==> src/rtl/requant_pack_pkg.sv <==
// Shared constants and the configuration record for the requantise-and-pack datapath.
package requant_pack_pkg;

  localparam int OUT_LANES = 4;

  localparam logic signed [31:0] INT32_MIN = 32'sh8000_0000;
  localparam logic signed [31:0] INT32_MAX = 32'sh7FFF_FFFF;

  // Q31 doubling-high-multiply rounding terms; Q31_TRUNC biases negatives so >>> truncates toward zero
  localparam logic signed [63:0] NUDGE_POS = 64'sd1073741824;
  localparam logic signed [63:0] NUDGE_NEG = -64'sd1073741823;
  localparam logic signed [63:0] Q31_TRUNC = 64'sd2147483647;

  typedef struct packed {
    logic [31:0] multiplier;
    logic [5:0]  shift;
    logic [31:0] outOffset;
    logic [7:0]  actMin;
    logic [7:0]  actMax;
  } cfg_t;

  localparam cfg_t CFG_RESET = '{multiplier: 32'h4000_0000, shift: 6'd0, outOffset: 32'd0,
                                 actMin: 8'h80, actMax: 8'h7F};

endpackage

==> src/rtl/requant_pack_if.sv <==
// Element-in / packed-word-out stream bundle between a producer and requant_pack.
interface requant_pack_if;
  import requant_pack_pkg::*;

  logic                   in_valid;
  logic                   in_ready;
  logic [31:0]            in_acc;
  logic [31:0]            in_bias;
  logic                   in_last;
  logic                   out_valid;
  logic                   out_ready;
  logic [8*OUT_LANES-1:0] out_data;
  logic [OUT_LANES-1:0]   out_keep;

  modport master (
    output in_valid, in_acc, in_bias, in_last, out_ready,
    input  in_ready, out_valid, out_data, out_keep
  );

  modport slave (
    input  in_valid, in_acc, in_bias, in_last, out_ready,
    output in_ready, out_valid, out_data, out_keep
  );

endinterface

==> src/rtl/requant_pack_core.sv <==
// Four-stage int32 -> int8 requantisation pipeline; every stage holds while i_en is low.
module requant_core
  import requant_pack_pkg::*;
(
  input  logic        clk,
  input  logic        reset,
  input  logic        i_en,
  input  logic        i_valid,
  input  logic [31:0] i_acc,
  input  logic [31:0] i_bias,
  input  logic        i_last,
  input  cfg_t        i_cfg,
  output logic        o_valid,
  output logic        o_last,
  output logic [7:0]  o_data,
  output logic        o_busy
);

  logic [3:0]         r_valid;
  logic [3:0]         r_last;
  logic signed [31:0] r_x;
  logic signed [31:0] r_y;
  logic signed [31:0] r_z;
  logic [7:0]         r_q;

  logic signed [5:0]  w_shift;
  logic signed [31:0] w_mult;
  logic [31:0]        w_sum;
  logic [31:0]        w_x;
  logic signed [63:0] w_prod;
  logic signed [63:0] w_round;
  logic signed [63:0] w_trunc;
  logic signed [63:0] w_q31;
  logic signed [31:0] w_y;
  logic [5:0]         w_n;
  logic [63:0]        w_mask64;
  logic [31:0]        w_mask;
  logic [31:0]        w_rem;
  logic [31:0]        w_thr;
  logic signed [63:0] w_ext;
  logic signed [31:0] w_z;
  logic signed [31:0] w_off;
  logic signed [31:0] w_lo;
  logic signed [31:0] w_hi;
  logic signed [31:0] w_clampLo;
  logic signed [31:0] w_clamp;

  assign w_shift = $signed(i_cfg.shift);
  assign w_mult  = $signed(i_cfg.multiplier);

  assign w_sum = i_acc + i_bias;
  assign w_x   = (w_shift > 6'sd0) ? (w_sum << w_shift[4:0]) : w_sum;

  assign w_prod  = 64'(r_x) * 64'(w_mult);
  assign w_round = w_prod + ((w_prod >= 64'sd0) ? NUDGE_POS : NUDGE_NEG);
  assign w_trunc = (w_round < 64'sd0) ? (w_round + Q31_TRUNC) : w_round;
  assign w_q31   = w_trunc >>> 31;
  assign w_y     = (r_x == INT32_MIN && w_mult == INT32_MIN) ? INT32_MAX : w_q31[31:0];

  // 64-bit working width keeps the n == 32 case (cfg_shift = -32) well defined
  assign w_n      = 6'(-w_shift);
  assign w_mask64 = (64'd1 << w_n) - 64'd1;
  assign w_mask   = w_mask64[31:0];
  assign w_rem    = r_y & w_mask;
  assign w_thr    = {1'b0, w_mask[31:1]} + {31'd0, r_y[31]};
  assign w_ext    = 64'(r_y) >>> w_n;
  assign w_z      = (w_shift < 6'sd0) ? (w_ext[31:0] + {31'd0, (w_rem > w_thr)}) : r_y;

  // Upper bound applied last so an inverted range collapses onto actMax
  assign w_off     = r_z + $signed(i_cfg.outOffset);
  assign w_lo      = 32'($signed(i_cfg.actMin));
  assign w_hi      = 32'($signed(i_cfg.actMax));
  assign w_clampLo = (w_off < w_lo) ? w_lo : w_off;
  assign w_clamp   = (w_clampLo > w_hi) ? w_hi : w_clampLo;

  always_ff @(posedge clk) begin
    if (!reset) begin
      r_valid <= '0;
      r_last  <= '0;
      r_x     <= '0;
      r_y     <= '0;
      r_z     <= '0;
      r_q     <= '0;
    end else if (i_en) begin
      r_valid <= {r_valid[2:0], i_valid};
      r_last  <= {r_last[2:0], i_valid & i_last};
      r_x     <= w_x;
      r_y     <= w_y;
      r_z     <= w_z;
      r_q     <= w_clamp[7:0];
    end
  end

  assign o_valid = r_valid[3];
  assign o_last  = r_last[3];
  assign o_data  = r_q;
  assign o_busy  = |r_valid;

endmodule

==> src/rtl/requant_pack.sv <==
// Requantises int32 accumulators to int8 and packs OUT_LANES results per output word.
module requant_pack
  import requant_pack_pkg::*;
#(
  parameter int OUT_LANES = requant_pack_pkg::OUT_LANES
) (
  input  logic               clk,
  input  logic               reset,
  input  logic               cfg_we,
  input  logic [31:0]        cfg_multiplier,
  input  logic [5:0]         cfg_shift,
  input  logic [31:0]        cfg_out_offset,
  input  logic [7:0]         cfg_act_min,
  input  logic [7:0]         cfg_act_max,
  requant_pack_if.slave      bus,
  output logic               busy
);

  localparam int CNT_W = $clog2(OUT_LANES);

  cfg_t                   r_cfg;
  logic [CNT_W-1:0]       r_laneCnt;
  logic [8*OUT_LANES-1:0] r_data;
  logic [OUT_LANES-1:0]   r_keep;
  logic                   r_outValid;

  logic                   w_stall;
  logic                   w_accept;
  logic                   w_coreValid;
  logic                   w_coreLast;
  logic [7:0]             w_coreData;
  logic                   w_coreBusy;
  logic                   w_wordDone;
  logic [8*OUT_LANES-1:0] w_nextData;
  logic [OUT_LANES-1:0]   w_nextKeep;

  assign w_stall  = r_outValid && !bus.out_ready;
  assign w_accept = bus.in_valid && !w_stall;

  requant_core u_core (
    .clk     (clk),
    .reset   (reset),
    .i_en    (!w_stall),
    .i_valid (w_accept),
    .i_acc   (bus.in_acc),
    .i_bias  (bus.in_bias),
    .i_last  (bus.in_last),
    .i_cfg   (r_cfg),
    .o_valid (w_coreValid),
    .o_last  (w_coreLast),
    .o_data  (w_coreData),
    .o_busy  (w_coreBusy)
  );

  assign busy = w_coreBusy || r_outValid || (r_laneCnt != '0);

  always_ff @(posedge clk) begin
    if (!reset) begin
      r_cfg <= CFG_RESET;
    end else if (cfg_we && !busy) begin
      r_cfg <= '{multiplier: cfg_multiplier, shift: cfg_shift, outOffset: cfg_out_offset,
                 actMin: cfg_act_min, actMax: cfg_act_max};
    end
  end

  // Lane 0 starts from a cleared word so a short tile leaves its unused lanes zero
  always_comb begin
    w_nextData = (r_laneCnt == '0) ? '0 : r_data;
    w_nextKeep = (r_laneCnt == '0) ? '0 : r_keep;
    for (int k = 0; k < OUT_LANES; k++) begin
      if (int'(r_laneCnt) == k) begin
        w_nextData[8*k +: 8] = w_coreData;
        w_nextKeep[k]        = 1'b1;
      end
    end
  end

  assign w_wordDone = w_coreLast || (int'(r_laneCnt) == OUT_LANES - 1);

  always_ff @(posedge clk) begin
    if (!reset) begin
      r_laneCnt  <= '0;
      r_data     <= '0;
      r_keep     <= '0;
      r_outValid <= 1'b0;
    end else if (!w_stall) begin
      if (w_coreValid) begin
        r_data     <= w_nextData;
        r_keep     <= w_nextKeep;
        r_outValid <= w_wordDone;
        r_laneCnt  <= w_wordDone ? '0 : r_laneCnt + 1'b1;
      end else begin
        r_outValid <= 1'b0;
      end
    end
  end

  assign bus.in_ready  = !w_stall;
  assign bus.out_valid = r_outValid;
  assign bus.out_data  = r_data;
  assign bus.out_keep  = r_keep;

endmodule

==> src/flat_wrapper.sv <==
// flat-port wrapper written by rule: the top's interface ports become plain ports
module requant_pack_flat import requant_pack_pkg::*;
#(
  parameter int OUT_LANES = requant_pack_pkg::OUT_LANES
)
  (clk, reset, cfg_we, cfg_multiplier, cfg_shift, cfg_out_offset, cfg_act_min, cfg_act_max, busy, bus_in_valid, bus_in_acc, bus_in_bias, bus_in_last, bus_out_ready, bus_in_ready, bus_out_valid, bus_out_data, bus_out_keep);
  requant_pack_if bus_i ();
  input  logic clk;
  input  logic reset;
  input  logic cfg_we;
  input  logic [31:0] cfg_multiplier;
  input  logic [5:0] cfg_shift;
  input  logic [31:0] cfg_out_offset;
  input  logic [7:0] cfg_act_min;
  input  logic [7:0] cfg_act_max;
  output logic busy;
  input wire logic [$bits(bus_i.in_valid)-1:0] bus_in_valid;
  input wire logic [$bits(bus_i.in_acc)-1:0] bus_in_acc;
  input wire logic [$bits(bus_i.in_bias)-1:0] bus_in_bias;
  input wire logic [$bits(bus_i.in_last)-1:0] bus_in_last;
  input wire logic [$bits(bus_i.out_ready)-1:0] bus_out_ready;
  output wire logic [$bits(bus_i.in_ready)-1:0] bus_in_ready;
  output wire logic [$bits(bus_i.out_valid)-1:0] bus_out_valid;
  output wire logic [$bits(bus_i.out_data)-1:0] bus_out_data;
  output wire logic [$bits(bus_i.out_keep)-1:0] bus_out_keep;
  assign bus_i.in_valid = bus_in_valid;
  assign bus_i.in_acc = bus_in_acc;
  assign bus_i.in_bias = bus_in_bias;
  assign bus_i.in_last = bus_in_last;
  assign bus_i.out_ready = bus_out_ready;
  assign bus_in_ready = bus_i.in_ready;
  assign bus_out_valid = bus_i.out_valid;
  assign bus_out_data = bus_i.out_data;
  assign bus_out_keep = bus_i.out_keep;
  requant_pack #(.OUT_LANES(OUT_LANES)) u_core (.clk(clk), .reset(reset), .cfg_we(cfg_we), .cfg_multiplier(cfg_multiplier), .cfg_shift(cfg_shift), .cfg_out_offset(cfg_out_offset), .cfg_act_min(cfg_act_min), .cfg_act_max(cfg_act_max), .bus(bus_i), .busy(busy));
endmodule
==> config.mk <==
export PLATFORM = sky130hd
export DESIGN_NAME = requant_pack_flat
export DESIGN_NICKNAME = d
export VERILOG_FILES = /design/src/rtl/requant_pack_pkg.sv /design/src/rtl/requant_pack_if.sv /design/src/rtl/requant_pack_core.sv /design/src/rtl/requant_pack.sv /design/src/flat_wrapper.sv
export SDC_FILE = /design/constraint.sdc
export NUM_CORES = 2
export LEC_CHECK = 0
export CAP_MARGIN = 20
export CORE_ASPECT_RATIO = 0.5
export CORE_MARGIN = 3
export CORE_UTILIZATION = 55
export DETAILED_ROUTE_END_ITERATION = 12
export PLACE_DENSITY = 0.73
export SLEW_MARGIN = 20
export SYNTH_ARGS = -nofsm -noshare
export SYNTH_HDL_FRONTEND = slang
export SYNTH_SLANG_ARGS = --single-unit
==> constraint.sdc <==
create_clock -name clk -period 16.1 [get_ports clk]
set_input_delay 3.22 -clock clk [delete_from_list [all_inputs] [get_ports clk]]
set_output_delay 3.22 -clock clk [all_outputs]
set_load 0.03 [all_outputs]
==> flow_summary_export.csv <==
group,metric,value,unit
cells_and_area,nNetsFinal,8510,
drt,drcViolationCount,0,
placement,io_buffers,194,
setup_path,worstSetupPathType,"flip-flop to flip-flop",
floorplanning,pin_count,195,
global_routing,first_global_vias,49300,
sta,fin_crit,13.75,ns
setup_path,start_kind,"flip-flop",
global_routing,overflow,0,
drt,wl_per_cell,20.1,µm
global_routing,grt_max_degree,93,
cells_and_area,area_growth,6.36,%
setup_path,cp.required,16.62,ns
global_routing,top_usage_layer,"met2",
logic_synthesis,ys_seq_elements,237,
placement,dpl.hpwl,131000,µm
logic_synthesis,syn-instance-count,6976,
logic_synthesis,synth_edf_count,0,
floorplanning,die_area,113000,µm²
logic_synthesis,synth-main-ff-cell,"dfxtp_1",
cells_and_area,final_area,63400,µm²
floorplanning,rows,84,
sta,fin_setup_tns,0,ns
clocking,root_buffer,"clkbuf_16",
global_routing,grtUsageMet1,0.427,
setup_path,slowest_delay,0.88,ns
global_routing,grtUsageMet2,0.473,
sta,slew_violations,0,
clocking,clockBufferDepth,3,
logic_synthesis,yosysSeqAreaShare,0.0796,
sta,hold_viol_final,0,
setup_path,r2r.worst_path.cells,42,
clocking,ctsResizeCount,0,
logic_synthesis,yosys.area.top_type,"fa_1",
logic_synthesis,yosys.cell_types.count,104,
clocking,clk_pin_slew,0.06,ns
drt,via_per_inst,5.82,
min_path,hold_depth,2,
drt,first_iter_violations,4088,
clocking,cts_setup_buffers,0,
drt,drt_pass1_iterations,6,
sta,finClkSkew,0.0215,ns
run_status,status,"complete, no violations",
setup_path,critPathTopFamily,"adder cells",
logic_synthesis,synthArstFlopShare,0,
sta,setup_violations,0,
floorplanning,start_util,0.561,
clocking,cts_buffers,27,
logic_synthesis,synth_nets,8588,
setup_path,critPathMostFrequentCell,"fa_1",
floorplanning,die_w,472,µm
clocking,cts_hold_buf,0,
cells_and_area,drive_above_1_share,0.0399,
setup_path,cp.buffers_inverters,8,
global_routing,antenna_found_initial,4,
setup_path,cpMaxStageDelayCell,"dfxtp_1",
clocking,clk_latency,0.64,ns
job,max_cap_violations,0,
placement,placed_area,62600,µm²
sta,tightest_slew,1.13,ns
drt,vias,48600,
floorplanning,die_y,239,µm
setup_path,crit_cells,42,
floorplanning,core,106000,µm²
clocking,tritoncts,"done",
global_routing,grt.total_usage,0.302,
global_routing,grtUsageMet3,0.0490,
logic_synthesis,syn_area,59600,µm²
drt,postRouteAntennaNets,0,
setup_path,crit_path_end_kind,"flip-flop",
sta,slew_headroom,0.245,
sta,max_freq,72.7,MHz
drt,wirelength,167000,µm
sta,period_share,0.854,
logic_synthesis,synth.area.top_cells,"fa_1 36%, dfxtp_1 8.0%, ha_1 7.8%",
logic_synthesis,syn_avg_cell_area,8.55,µm²
clocking,cts_max_level,1,
logic_synthesis,ys_warn_count,0,
min_path,hp-class,"flip-flop to flip-flop",
placement,gp_congestion,0.974,
clocking,clock-sinks,237,
logic_synthesis,netlist.area_leader.share,0.364,
setup_path,cp_max_fo,41,
global_routing,grt_pass1_wl,272000,µm
setup_path,cp.arrival,14.27,ns
sta,rsz0062_at_grt,"false",
-- synth_stat cells (18+ instances only) --
library cell  number
and3_1            25
mux2i_1           92
clkbuf_1         341
fa_1            1084
nor2b_1           99
o31ai_1           18
ha_1             372
o21a_1            19
o211ai_1          41
nand4_1           56
or2_2             21
dfxtp_1          237
a21o_1            82
xor2_1            89
a211oi_1          30
a21boi_0         112
a21oi_1          269
nand2_1         1013
o21ai_0          178
nand2b_1          54
buf_2             19
xnor2_1          181
nand3_1           85
inv_1           1063
o21bai_1          28
o22ai_1           20
and2_1           560
a31oi_1           35
nor3b_1           18
mux2_2            20
nor2_1           250
nor4_1            32
mux4_2            34
buf_1             26
nor3_1            68
o211a_1           37
a22oi_1           22
-- flip-flops by register name (all words and copies together), names as in the netlist --
register / count
u_core.u_core.r_z: 32
u_core.bus.out_data: 32
u_core.u_core.o_data: 8
u_core.bus.out_valid: 1
u_core.u_core.r_valid: 4
u_core.r_laneCnt: 2
u_core.bus.out_keep: 4
u_core.r_cfg: 86
u_core.u_core.r_last: 4
u_core.u_core.r_y: 32
u_core.u_core.r_x: 32
-- per-stage QoR --
stage          hold slack (ns)  setup slack [ns]   util  cells
4_1_cts                  0.464              2.46  0.597   8338
3_3_place_gp             0.427              2.69  0.589   8288
3_5_place_dp             0.455              2.50  0.589   8288
5_1_grt                  0.488              1.51  0.597   8341
2_1_floorplan            0.432              3.67      -   6976
6_report                 0.461              2.35  0.597   8342
-- worst reg2reg max path, delay by kind of cell (launching register included) --
family / cells / cell delay [ns]
compound gates: 12 / 2.28
xor+xnor: 3 / 0.89
fa+ha+maj: 10 / 5.65
buf+inv: 8 / 1.46
flops: 1 / 0.88
simple gates: 9 / 2.47
-- path summary, 6_finish.rpt --
path	end	slack, ns	from
worst min register to register	u_core.u_core.r_x[21]	0.46	u_core.u_core.r_x[21]
worst min-delay path	u_core.u_core.r_x[21]	0.46	u_core.u_core.r_x[21]
worst max register to register	u_core.u_core.r_y[31]	2.35	u_core.u_core.r_x[31]
worst max-delay path	u_core.u_core.r_y[31]	2.35	u_core.u_core.r_x[31]
-- layout make-up --
cell class	instances	area (µm²)
multi-input combinational	5281	49400
fill	9370	42800
sequential	237	4760
inverter	1066	4000
timing repair buffer	285	2630
tap	1419	1780
clock buffer	35	746
clock inverter	15	118
antenna	4	10.0
-- layout by cell type (no fill, tap or decap), types with 18 or more instances in the layout --
| cell type | Yosys | layout |
|---|---|---|
| nand2_1 | 1013 | 1012 |
| mux2i_1 | 92 | 92 |
| and2_1 | 560 | 559 |
| a21boi_0 | 112 | 112 |
| o21ai_0 | 178 | 178 |
| a21o_1 | 82 | 82 |
| dfxtp_1 | 237 | 230 |
| or2_2 | 21 | 21 |
| buf_4 | 4 | 91 |
| o211ai_1 | 41 | 41 |
| o211a_1 | 37 | 37 |
| o31ai_1 | 18 | 18 |
| nor3_1 | 68 | 68 |
| nand4_1 | 56 | 56 |
| xnor2_1 | 181 | 180 |
| a21oi_1 | 269 | 269 |
| a22oi_1 | 22 | 22 |
| ha_1 | 372 | 372 |
| nand2b_1 | 54 | 54 |
| nor3b_1 | 18 | 18 |
| o22ai_1 | 20 | 20 |
| nor4_1 | 32 | 32 |
| inv_1 | 1063 | 1062 |
| mux2_2 | 20 | 20 |
| o21a_1 | 19 | 19 |
| nand3_1 | 85 | 85 |
| nor2b_1 | 99 | 98 |
| a31oi_1 | 35 | 35 |
| clkdlybuf4s50_1 | 0 | 193 |
| a211oi_1 | 30 | 30 |
| o21bai_1 | 28 | 28 |
| xor2_1 | 89 | 89 |
| nor2_1 | 250 | 250 |
| and3_1 | 25 | 25 |
| fa_1 | 1084 | 1084 |
| mux4_2 | 34 | 34 |
| clkbuf_16 | 0 | 27 |
-- metal layers --
metal,part of all wire,wire length (µm)
met5,0,0
met4,0.038,6320
met3,0.082,13700
met2,0.45,74900
met1,0.43,72500
-- cell families (layout without fill, tap and decap cells) --
logic type / after synthesis / count (layout) / synth area share
AO/OA/AOI/OAI: 1044 / 1044 / 0.118
XOR/XNOR: 271 / 271 / 0.0399
adder cells (fa/ha/maj): 1456 / 1456 / 0.442
buffers and inverters: 1458 / 1401 / 0.0926
flip-flops: 237 / 237 / 0.0796
multiplexers: 146 / 146 / 0.0321
other: 0 / 4 / 0
AND/OR/NAND/NOR: 2364 / 2364 / 0.195
Power is not shown: default switching activity piles up to over one toggle a cycle in this logic, so the estimate is an artifact.
